--- src/rtl/avg_pipe.sv ---
// avg_pipe: registered multi-channel adder tree followed by a block
// accumulator that emits the mean of 2^acc_log summed vectors.
// Stages: input register, LOG2C tree levels, accumulate/output stage.
module avg_pipe #(
    parameter int WIDTH       = 16,
    parameter int CHANNELS    = 8,
    parameter int MAX_ACC_LOG = 4
) (
    input  logic                                 clk,
    input  logic                                 rst,
    input  logic                                 in_valid,
    input  logic [CHANNELS*WIDTH-1:0]            in_data,
    input  logic [$clog2(MAX_ACC_LOG+1)-1:0]     acc_log,
    input  logic                                 round_en,
    input  logic                                 clr,
    output logic                                 out_valid,
    output logic [WIDTH-1:0]                     avg,
    output logic                                 busy
);

    localparam int LOG2C = $clog2(CHANNELS);
    localparam int AW    = $clog2(MAX_ACC_LOG + 1);
    localparam int SW    = WIDTH + LOG2C;
    localparam int ACCW  = SW + MAX_ACC_LOG;
    localparam int CW    = (MAX_ACC_LOG > 0) ? MAX_ACC_LOG : 1;
    localparam int NODES = 2 * CHANNELS - 1;

    // Flat node storage: level j occupies [2C - 2C>>j, +C>>j); the root is last.
    logic [SW-1:0]    node_reg [NODES];
    logic [LOG2C:0]   vld_reg;

    logic [ACCW-1:0]  acc_reg;
    logic [CW-1:0]    count_reg;
    logic [AW-1:0]    log_reg;
    logic             rnd_reg;
    logic [WIDTH-1:0] avg_reg;
    logic             out_valid_reg;

    genvar gi, gj;

    // Input register: each channel zero-extended to the tree width.
    generate
        for (gj = 0; gj < CHANNELS; gj++) begin : g_in
            // Capture one channel of the incoming vector.
            always_ff @(posedge clk) begin
                node_reg[gj] <= SW'(in_data[gj*WIDTH +: WIDTH]);
            end
        end

        for (gi = 1; gi <= LOG2C; gi++) begin : g_level
            localparam int SRC = 2 * CHANNELS - ((2 * CHANNELS) >> (gi - 1));
            localparam int DST = 2 * CHANNELS - ((2 * CHANNELS) >> gi);
            localparam int N   = CHANNELS >> gi;
            for (gj = 0; gj < N; gj++) begin : g_node
                // Pairwise sum of two nodes from the previous level.
                always_ff @(posedge clk) begin
                    node_reg[DST+gj] <= node_reg[SRC+2*gj] + node_reg[SRC+2*gj+1];
                end
            end
        end
    endgenerate

    // Valid token shift register travelling alongside the tree data.
    always_ff @(posedge clk) begin
        if (!rst) begin
            vld_reg <= '0;
        end else begin
            vld_reg <= {vld_reg[LOG2C-1:0], in_valid};
        end
    end

    logic [SW-1:0]   tree_sum;
    logic            tree_vld;
    logic [AW-1:0]   log_clamped;
    logic [AW-1:0]   eff_log;
    logic            eff_rnd;
    logic            start;
    logic [ACCW-1:0] acc_base;
    logic [ACCW-1:0] acc_sum;
    logic [ACCW-1:0] total;
    logic [CW-1:0]   cnt_base;
    logic [CW-1:0]   last_cnt;
    logic            last_vec;

    assign tree_sum = node_reg[NODES-1];
    assign tree_vld = vld_reg[LOG2C];

    // Resolve the block mode (fresh latch on block start or clear) and the final-vector sum.
    always_comb begin
        log_clamped = (acc_log > AW'(MAX_ACC_LOG)) ? AW'(MAX_ACC_LOG) : acc_log;
        start       = clr || (count_reg == '0);
        eff_log     = start ? log_clamped : log_reg;
        eff_rnd     = start ? round_en : rnd_reg;
        acc_base    = clr ? '0 : acc_reg;
        cnt_base    = clr ? '0 : count_reg;
        last_cnt    = CW'((1 << eff_log) - 1);
        last_vec    = (cnt_base == last_cnt);
        acc_sum     = acc_base + ACCW'(tree_sum);
        total       = acc_sum + (eff_rnd ? (ACCW'(1) << (LOG2C + eff_log - 1)) : '0);
    end

    // Accumulate/output stage: accumulate, or finish the block and publish the mean.
    always_ff @(posedge clk) begin
        if (!rst) begin
            acc_reg       <= '0;
            count_reg     <= '0;
            log_reg       <= '0;
            rnd_reg       <= 1'b0;
            avg_reg       <= '0;
            out_valid_reg <= 1'b0;
        end else begin
            out_valid_reg <= 1'b0;
            if (tree_vld) begin
                if (start) begin
                    log_reg <= eff_log;
                    rnd_reg <= eff_rnd;
                end
                if (last_vec) begin
                    avg_reg       <= WIDTH'(total >> (LOG2C + eff_log));
                    out_valid_reg <= 1'b1;
                    acc_reg       <= '0;
                    count_reg     <= '0;
                end else begin
                    acc_reg   <= acc_sum;
                    count_reg <= cnt_base + CW'(1);
                end
            end else if (clr) begin
                acc_reg   <= '0;
                count_reg <= '0;
            end
        end
    end

    assign out_valid = out_valid_reg;
    assign avg       = avg_reg;
    assign busy      = (count_reg != '0);

endmodule

--- config.mk ---
export PLATFORM = sky130hd
export DESIGN_NAME = avg_pipe
export DESIGN_NICKNAME = d
export VERILOG_FILES = /design/src/rtl/avg_pipe.sv
export SDC_FILE = /design/constraint.sdc
export NUM_CORES = 1
export LEC_CHECK = 0
export ABC_AREA = 1
export CAP_MARGIN = 10
export CORE_MARGIN = 3
export CORE_UTILIZATION = 60
export DETAILED_ROUTE_END_ITERATION = 8
export GPL_ROUTABILITY_DRIVEN = 0
export PLACE_DENSITY = 0.83
export SKIP_CTS_REPAIR_TIMING = 1
export SYNTH_ARGS = -nofsm -noshare
export SYNTH_HDL_FRONTEND = slang
export SYNTH_SLANG_ARGS = --single-unit
export TNS_END_PERCENT = 5
--- constraint.sdc ---
create_clock -name clk -period 12.36 [get_ports clk]
set_input_delay 3.708 -clock clk [delete_from_list [all_inputs] [get_ports clk]]
set_output_delay 3.708 -clock clk [all_outputs]
set_load 0.005 [all_outputs]
After elaboration in Yosys (flattened, before gate mapping)

Memory sizes are Yosys's and may differ from the RTL's.
Cells that the tools add are included.

Add/sub/neg operators: 13
Order comparisons: 1
Multiplexer cells: 11
Bitwise operators: 0
Reduce and logical (&&, ||, !) cells: 6
Eq/ne operators: 1
Shift operators: 3
Div/mod/pow operators: 0
Multipliers: 0

Operator list:

| operator              | number |
|---|---|
| $add 19x19->19        | 7 |
| $mux 23               | 4 |
| $shl 1x32->23 const A | 1 |
| $sub 32x1->32 const B | 1 |
| $add 23x19->23        | 1 |
| $add 23x23->23        | 1 |
| $shr 23x4->16         | 1 |
| $mux 4                | 3 |
| $mux 3                | 2 |
| $reduce_and 2->1      | 3 |
| $add 2x3->4 const A   | 1 |
| $add 4x1->4 const B   | 1 |
| $eq 4x4->1            | 1 |
| $logic_not 4->1       | 1 |
| $reduce_bool 4->1     | 1 |
| $shl 1x3->4 const A   | 1 |
| $sub 4x2->4 const B   | 1 |
| $gt 3x3->1 const B    | 1 |
| $mux 1                | 2 |
| $logic_or 1x1->1      | 1 |

Memory bits (writable): 285
Memory bits (read-only): 0
Memories kept: 1
Register bits after elaboration: 52
Bits in latches: 0

Memory list:

| name     | words | bits a word | read ports | clocked after memory_dff | write ports | line | source |
|---|---|---|---|---|---|---|---|
| node_reg | 15    | 19          | 15         | 0                        | 15          | 29   | `logic [SW-1:0] node_reg [NODES];` |

Depth between registers and ports, before layout

Gate-level depths: netlist of run 1.

Depth in word-level cells: 9
Gate-level depth with buffers: 29
Gate-level depth less buffers: 29

Worst setup path before layout of run 1

OpenSTA, ideal clock, no wires.

Kind: input port to flip-flop
From: input port clr
To: register avg_reg[13] (netlist: avg[13])
Data arrival time: 6.860 ns
Path buffers: 1
Stages: 23
Path slack: 5.391 ns
Path through: clkbuf_1 > nor2_1 > ha_1 > a21oi_1 > nand2_1 > a21boi_0 > o21ai_0 > nand2_1 > nand2_1 > xor2_1 > ha_1 > nand2_1 > inv_1 > a21oi_1 > nor2_1 > nor2_1 > nand3b_1 > nand3_1 > nand3_1 > nand3_1 > nand3_1 > nand2_1 > inv_1

Word-level cells in the longest chain between the ends: 8

Ends and longest elaborated chain:

| item                 | line    | source |
|---|---|---|
| start, declared      | 15      | `input logic clr,` |
| $logic_or 1x1->1     | 91      | `start = clr \|\| (count_reg == '0);` |
| $mux 3               | 92      | `eff_log = start ? log_clamped : log_reg;` |
| $add 2x3->4          | 99, 119 |  |
| $sub 32x1->32        | 99      | `total = acc_sum + (eff_rnd ? (ACCW'(1) << (LOG2C + eff_log - 1)) : '0);` |
| $shl 1x32->23        | 99      |  |
| $mux 23              | 99      |  |
| $add 23x23->23       | 99      |  |
| $shr 23x4->16        | 119     | `avg_reg <= WIDTH'(total >> (LOG2C + eff_log));` |
| end signal, assigned | 119     |  |
| end, declared        | 36      | `logic [WIDTH-1:0] avg_reg;` |

Several ways; a longest one is shown, not always the timed one.
A chain may end at the register's enable or synchronous reset.

Final worst setup path of run 1

From: input port clr
To: register avg_reg[14] (netlist: avg[14])

The elaborated chain is that of the path after synthesis.

==> results of run 1 <==
==> critical path, cell delays in order <==
cell             delay (ns)
clkdlybuf4s50_1        1.08
inv_1                  0.45
nand2_1                0.28
inv_1                  0.08
ha_1                   0.28
nand3_1                0.08
nand2_1                0.11
a21boi_0               0.42
o21ai_0                0.26
nand2_1                0.11
nand2_1                0.06
xor2_1                 0.33
ha_1                   0.35
nand2_1                0.11
inv_1                  0.05
a21oi_1                0.31
nor2_1                 0.08
nor2_1                 0.13
nand3b_1               0.13
nand3_1                0.15
nand3_1                0.11
nand3_1                0.13
nand3_1                0.10
nand2_1                0.08
inv_1                  0.04
==> layout make-up <==
cell class,count,area (um2)
clock buffers,39,826
repair buffers,155,1550
flip-flops and latches,303,6070
clock inverters,18,219
inverters,228,856
multi-input cells,1423,8490
well taps,330,413
fillers,1881,6920
==> per-stage QoR <==
| stage | cell area (um2) | util, % | worst slack (ns) |
|---|---|---|---|
| 6_report | 18400 | 72.7 | 3.81 |
| 4_1_cts | 18400 | 72.7 | 4.01 |
| 3_5_place_dp | 17400 | 68.6 | 3.42 |
| 3_3_place_gp | 17400 | 68.6 | 3.60 |
| 5_1_grt | 18400 | 72.7 | 3.26 |
| 2_1_floorplan | 15600 | - | 5.39 |
==> kinds of logic after synthesis <==
group | count (synthesis) | synth area share, %
and+or+nand+nor | 797 | 22.1
AOI/OAI and AO/OA | 324 | 11.5
DFF | 303 | 39.1
buffers and inverters | 258 | 6.51
adders and majority gates | 167 | 13.9
xor gates and xnor gates | 123 | 6.94
other | 1 | 0.0242
==> where the power goes <==
part	total, W	internal [W]	switching (W)
Sequential	0.00123	0.00116	0.0000743
Clock	0.000952	0.000560	0.000393
Combinational	0.00145	0.000554	0.000895
Total	0.00363	0.00227	0.00136
==> metal layers <==
layer / track usage (%) / routed length [um] / up-vias
met5: 0 / 0 / -
met4: 7.32 / 1060 / 0
met3: 4.01 / 2570 / 88
met2: 45.4 / 17300 / 536
met1: 31.7 / 15400 / 6218
li1: - / - / 6833
==> cells in the final DEF (no fill, tap or decap), types with 3 or more instances in the layout <==
cell type | Yosys | final
nand2_1 | 423 | 423
dfxtp_1 | 303 | 303
inv_1 | 225 | 225
a21oi_1 | 183 | 183
nand3_1 | 173 | 173
ha_1 | 159 | 159
clkdlybuf4s50_1 | 0 | 153
nor2_1 | 132 | 132
xor2_1 | 83 | 83
o21ai_0 | 63 | 63
xnor2_1 | 40 | 40
clkbuf_16 | 0 | 31
nand4_1 | 18 | 18
o21ai_1 | 18 | 18
nor3_1 | 17 | 17
a21o_1 | 12 | 12
conb_1 | 1 | 12
a21boi_0 | 11 | 11
nand3b_1 | 10 | 10
clkinv_2 | 0 | 9
fa_1 | 8 | 8
o21bai_1 | 7 | 7
o21a_1 | 6 | 6
o31ai_1 | 6 | 6
clkbuf_1 | 20 | 6
o2111ai_1 | 5 | 5
or2_2 | 5 | 5
a31oi_1 | 4 | 4
nand2_2 | 4 | 4
a211oi_1 | 4 | 4
bufinv_16 | 0 | 4
nor4_1 | 3 | 3
and2_1 | 3 | 3
nand2_4 | 3 | 3
==> worst max-delay path by stage <==
stage / from / endpoint / slack [ns]
floorplan: clr / avg[13]$_SDFFE_PN0P_ / 5.39
global placement: clr / avg[14]$_SDFFE_PN0P_ / 3.60
detailed placement: clr / avg[12]$_SDFFE_PN0P_ / 3.42
CTS: clr / avg[12]$_SDFFE_PN0P_ / 4.01
global route: clr / avg[7]$_SDFFE_PN0P_ / 3.26
finish: clr / avg[14]$_SDFFE_PN0P_ / 3.81
==> metrics, run 1 <==
Pwr per Cell Area ~200 mW/mm2; Final Hold Fails 0; data arrival time of the critical path 9.03 ns; Max VDD drop 0.000129 V; CP Max Fanout 21; synthesized flop and latch total between 300 and 400; biggest area consumer among synthesized cells dfxtp_1; CTS tree built; H-tree Lvls 1; Synth Warn # 0; Final HPWL DP 27700 um; Lkg Pwr just under 9 nW; status completed; sequential share of the synthesized area slightly below 40%; Max clock buf depth 3; Starting Density 61.3%; WS Path Type in2reg; Slew @ Worst Pin 1.15 ns; CTS root buf clkbuf_16; relative slew slack between 20% and 30%; max reg flops roughly 250; FP Rows just under 60; CP required between 10 and 15 ns; Hold Crit Endpoint vld_reg[3]$_SDFF_PN0_; Post-synth top flop dfxtp_1; Die Footprint roughly 0.028 mm2; P&R area growth vs syn 18.6%; ant diodes 0; Post-synth ARST share 0%; count leader, synth nand2_1; Non-Filler Instances ~2500; TritonRoute pass-1 iters 8; final setup vio count 0; I/O pins about 150; post-layout total power between 0.003 and 0.004 W; period utilization slightly below 70%; R2R Setup Slk about 8 ns; first-pass GRT wire length 60700 um; Starting DRT DRC Count between 1000 and 1500; Slew Viols, Final 0; reg2reg path depth 22; setup TNS 0 ns; Vias roughly 14000; Cells after Synth 1973; post-synth top area share 39.1%; Mapped Avg Cell Area around 7.9 um2; Mapped Area approximately 0.016 mm2; GRT Total Usage 25.4%; Port Buffers 153; hold depth 2; core box area 0.0253 mm2; number of synthesized flops with an enable pin 0; Worst Hold Launch vld_reg[2]$_SDFF_PN0_; smallest hold slack between 0.4 and 0.5 ns; antenna-violating nets left 0; Placed Cells 2439; clock-pin slew on the worst setup and hold paths approximately 0.06 ns; max_cap viols 0; critical path launch point type input pin; r2r endpoint avg[5]$_SDFFE_PN0P_; die width 167 um; vias in the first global route roughly 14000; RSZ-0062 raised after global routing no; fin crit period ~8.6 ns; Die Y ~170 um; total grt overflow 0; Num CTS Buffers 31; initial antenna violation count 0; worst r2r src count_reg[0]$_SDFF_PN0_; maximum clock frequency 0.117 GHz; layout cells sized above 1 between 3 and 4%; ranking of synthesized cells by area dfxtp_1 39%, ha_1 13%, nand2_1 10%, a21oi_1 5.9%, nand3_1 5.6%; clock skew 0.0115 ns; critical path endpoint category flop; via/cell ratio 5.48; drt drc 0; drt wl/cell approximately 15 um; Yosys cell types 46; final net count 2445; clock sinks 303; Routed WL 36300 um; largest net degree at the start of global routing 34; worst hold-check path type reg2reg; clk_lat worst skew between 0.5 and 0.6 ns; top cells by count, synth 423 x nand2_1, 303 x dfxtp_1, 225 x inv_1, 183 x a21oi_1, 173 x nand3_1
Power figures use the tool's default switching activity.
==> inputs of run 2 (changes only) <==
Settings changed: CORE_UTILIZATION 60 to 52, PLACE_DENSITY 0.83 to 0.77.
Clock period 12.36 ns to 7.26 ns, I/O delays scaled along.
==> run 2 against run 1 <==
Worst hold slack better by 0.0040 ns. Largest power group unchanged. Sequential power is 69% higher. Sequential share of layout area shrank 0.20 points.
==> metrics, run 2 (synthesis results as in run 1) <==
clock-pin slew on the worst setup and hold paths 0.06 ns; FP Rows just over 60; die width 179 um; setup TNS 0 ns; ant diodes 0; Die Y 179 um; Port Buffers ~150; vias in the first global route ~13000; Worst Setup SP clr; clk_lat worst skew 0.57 ns; Lkg Pwr 8.92 nW; P&R area growth vs syn 19.4%; data arrival time of the critical path ~6.9 ns; period utilization about nine tenths; WS Path Type in2reg; antenna-violating nets left 0; setup ws final roughly 0.80 ns; worst hold-check path type reg2reg; Vias approximately 13000; Starting DRT DRC Count between 800 and 900; via/cell ratio ~5.2; Max VDD drop approximately 0.00020 V; critical path endpoint category flop; first-pass GRT wire length a little under 60000 um; CP Max Fanout 14; worst r2r src acc_reg[2]$_SDFF_PN0_; Place WS 0.390 ns; critical path launch point type input pin; clock sinks roughly 300; Routed WL roughly 34000 um; Pwr per Cell Area 329 mW/mm2; relative slew slack about a quarter; GRT Total Usage 21.7%; max_cap viols 0; most frequent cells in the layout 423 x nand2_1, 303 x dfxtp_1, 225 x inv_1; clock skew roughly 0.022 ns; core box area 0.0291 mm2; RSZ-0062 raised after global routing no; final net count around 2500; Worst Hold Launch vld_reg[2]$_SDFF_PN0_; largest net degree at the start of global routing 34; CP required just under 8 ns; final setup vio count 0; drt wl/cell 13.5 um; CTS root buf clkbuf_16; fin crit period around 6.5 ns; drt drc 0; status completed; Starting Density 53.4%; max reg flops approximately 250; total grt overflow 0; Non-Filler Instances approximately 2600; Num CTS Buffers 31; maximum clock frequency 0.155 GHz; CTS tree built; I/O pins 154; most common cell after layout, fill and taps aside nand2_1; Max clock buf depth 3; initial antenna violation count 1; Placed Cells between 2000 and 2500; Slew @ Worst Pin 1.14 ns; Slew Viols, Final 0; Die Footprint approximately 0.032 mm2; layout cells sized above 1 approximately 3.9%; Final Hold Fails 0; TritonRoute pass-1 iters 8; H-tree Lvls 1; Final HPWL DP 27200 um
## run 2: cell types whose count changed in the layout (fill, tap and decap cells not counted), sizes merged
cell	change
buf	+6
clkinv	-1
inv	+1
clkbuf	-5
clkinvlp	+3
## run 2: worst paths after layout
| kind | slack (ns) | cells past startpoint | to |
|---|---|---|---|
| setup / recovery | 0.80 | 24 | avg[7]$_SDFFE_PN0P_ |
| setup reg to reg | 3.09 | 23 | avg[7]$_SDFFE_PN0P_ |
| hold reg to reg | 0.42 | 2 | vld_reg[3]$_SDFF_PN0_ |
| hold / removal | 0.42 | 2 | vld_reg[3]$_SDFF_PN0_ |
## run 2: report_power, final
part           switching (W)  internal (W)  total, W
Combinational        0.00148      0.000941   0.00242
Sequential          0.000115       0.00197   0.00208
Clock               0.000660      0.000941   0.00160
Total                0.00225       0.00385   0.00610
## run 2: per-layer routing
metal	GRT usage (%)	routed length, um	up-vias
li1	-	-	6850
met1	27.8	15200	5928
met2	37.7	16100	461
met3	3.68	2370	76
met4	5.91	831	2
met5	0	13	-
## run 2: final cells by class
cell class	instances	area (um2)
Tap cell	384	480
Inverter	228	856
Fill cell	2426	10600
Clock buffer	34	797
Timing Repair Buffer	161	1590
Multi-Input combinational cell	1423	8490
Sequential cell	303	6070
Clock inverter	21	248
## run 2: metrics by stage
stage	hold WS, ns	power [W]	util (%)	cell area, um2
floorplan	0.390	0.00389	-	15600
global placement	0.397	0.00443	60.1	17500
detailed placement	0.409	0.00448	60.1	17500
CTS	0.425	0.00611	63.7	18500
global route	0.449	0.00656	63.7	18500
finish	0.420	0.00610	63.7	18500
## run 2: worst max-delay path, cell delays in order
cell             delay, ns
clkdlybuf4s50_1       0.73
buf_4                 0.29
nor2_1                0.09
ha_1                  0.35
a21oi_1               0.15
nand2_1               0.13
a21boi_0              0.49
o21ai_0               0.28
nand2_1               0.11
nand2_1               0.06
xor2_1                0.26
ha_1                  0.34
nand2_1               0.12
inv_1                 0.05
a21oi_1               0.32
nor2_1                0.07
nor2_1                0.14
nand3b_1              0.15
nand3_1               0.16
nand3_1               0.12
nand2_1               0.08
nor2_1                0.05
nor2_1                0.12
nor2_1                0.05
==> inputs of run 3 (changes only) <==
Settings changed: GPL_ROUTABILITY_DRIVEN 0 to unset.
==> run 3 against run 2 <==
Global-route usage increased by 1.6 points. First-iteration DRC count decreased by 15%. Non-clock buffer count increased by 2. Register-to-register slack got worse by 0.12 ns. Critical endpoint is now avg[6]$_SDFFE_PN0P_. Largest cell class unchanged. Setup slack improved by 0.10 ns. Combinational power about the same. Sequential power about the same. Critical path type unchanged. Die area unchanged. Cell area decreased by 0.22%. Power decreased by 0.79%.
==> metrics, run 3 (synthesis results as in run 1) <==
status completed; die width approximately 180 um; CP Max Fanout 20; Lkg Pwr a little under 9 nW; FP Rows 62; max_cap viols 0; I/O pins between 150 and 200; Int Pwr approximately 0.0038 W; CP dominant cell by count nor2_1; data arrival time of the critical path 6.80 ns; gpl congestion 0.966; Die Y between 150 and 200 um; Psw ~0.0023 W; period utilization 87.5%; final setup vio count 0; clock skew around 0.012 ns; final instance area 0.0185 mm2; vias in the first global route 13200; WS Path Type in2reg; fin crit period approximately 6.4 ns; combinational power share 40.5%; Crit path largest cell delay 0.49 ns; P&R area growth vs syn 19.1%; ant diodes 0; switching share of power 37.5%; CTS tree built; relative slew slack 23.4%; CTS root buf clkbuf_16; smallest hold slack between 0.4 and 0.5 ns; Slew @ Worst Pin around 1.1 ns; sequential share of power around 35%; Routed WL about 37000 um; CP required just under 8 ns; critical path endpoint category flop; Final Hold Fails 0; Max VDD drop 0.000220 V; Num CTS Buffers 30; max reg flops between 200 and 300; via/cell ratio between 5 and 6; Starting Density between 50% and 60%; critical path launch point type input pin; Die Footprint 0.0320 mm2; Slowest-stage cell, CP clkdlybuf4s50_1; setup TNS 0 ns; drt wl/cell around 15 um; clk_lat worst skew approximately 0.55 ns; RSZ-0062 raised after global routing no; Pwr per Cell Area around 330 mW/mm2; GRT Total Usage between 20% and 30%; clock-pin slew on the worst setup and hold paths 0.06 ns; TritonRoute pass-1 iters 5; largest net degree at the start of global routing 34; Port Buffers about 150; core box area roughly 0.029 mm2; worst hold-check path type reg2reg; initial antenna violation count 0; Clk pwr share approximately a quarter; Slew Viols, Final 0; Starting DRT DRC Count about 740; most frequent cells in the layout 423 x nand2_1, 303 x dfxtp_1, 225 x inv_1; Max clock buf depth 3; H-tree Lvls 1; total grt overflow 0; Final HPWL DP roughly 30000 um; Vias around 13000; CP Cell Sequence clkdlybuf4s50_1 -> buf_4 -> nor2_1 -> ha_1 -> a21oi_1 -> nand2_1 -> a21boi_0 -> o21ai_0 -> nand2_1 -> nand2_1 -> xor2_1 -> ha_1 -> nand2_1 -> inv_1 -> a21oi_1 -> nor2_1 -> nor2_1 -> nand3b_1 -> nand3_1 -> nand3_1 -> nand2_1 -> nor2_1 -> nor2_1 -> nor2_1; drt drc 0; clock sinks 303; most common cell after layout, fill and taps aside nand2_1; first-pass GRT wire length slightly above 60000 um; final net count between 2000 and 2500; maximum clock frequency about 0.16 GHz; layout cells sized above 1 between 3 and 4%; antenna-violating nets left 0; Post-Place Cell Area between 0.015 and 0.02 mm2
[run 3: worst paths after layout]
check	startpoint	to	slack [ns]	cells past startpoint
worst min register to register	vld_reg[2]$_SDFF_PN0_	vld_reg[3]$_SDFF_PN0_	0.41	2
worst max-delay path	clr	avg[6]$_SDFFE_PN0P_	0.91	24
worst max register to register	acc_reg[2]$_SDFF_PN0_	avg[6]$_SDFFE_PN0P_	2.97	23
worst min-delay path	vld_reg[2]$_SDFF_PN0_	vld_reg[3]$_SDFF_PN0_	0.41	2
[run 3: layout make-up]
type | instances | area, um2
flip-flops and latches | 303 | 6070
clock inverters | 15 | 126
well taps | 384 | 480
fillers | 2483 | 10600
clock buffers | 41 | 862
repair buffers | 163 | 1610
inverters | 228 | 856
multi-input cells | 1423 | 8490
[run 3: worst max-delay path: cells and delay by family]
kind                       cells  cell delay, ns
AOI/OAI and AO/OA              4            1.24
xor gates and xnor gates       1            0.26
adders and majority gates      2            0.68
and+or+nand+nor               14            1.59
buffers and inverters          3            0.81
[run 3: power by group through the flow]
stage,logic (W),clock network (W),registers [W]
detailed placement,0.00240,0,0.00212
floorplan,0.00183,0,0.00207
CTS,0.00243,0.00155,0.00209
global placement,0.00237,0,0.00212
finish,0.00245,0.00151,0.00209
global route,0.00278,0.00161,0.00211
[run 3: through the flow]
stage,util [%],power [W],setup slack [ns],cells
6_report,63.5,0.00605,0.907,2557
5_1_grt,63.5,0.00650,0.455,2557
4_1_cts,63.5,0.00606,0.996,2557
3_5_place_dp,60.1,0.00452,0.420,2501
3_3_place_gp,60.1,0.00449,0.548,2501
2_1_floorplan,-,0.00389,1.82,1984
[run 3: routing by layer]
metal / share of wire [%] / vias to the layer above / global-route usage [%]
li1: - / 6839 / -
met1: 43 / 6060 / 27.8
met2: 49 / 353 / 42.7
met3: 5.1 / 74 / 3.60
met4: 2.9 / 0 / 7.40
met5: 0 / - / 0
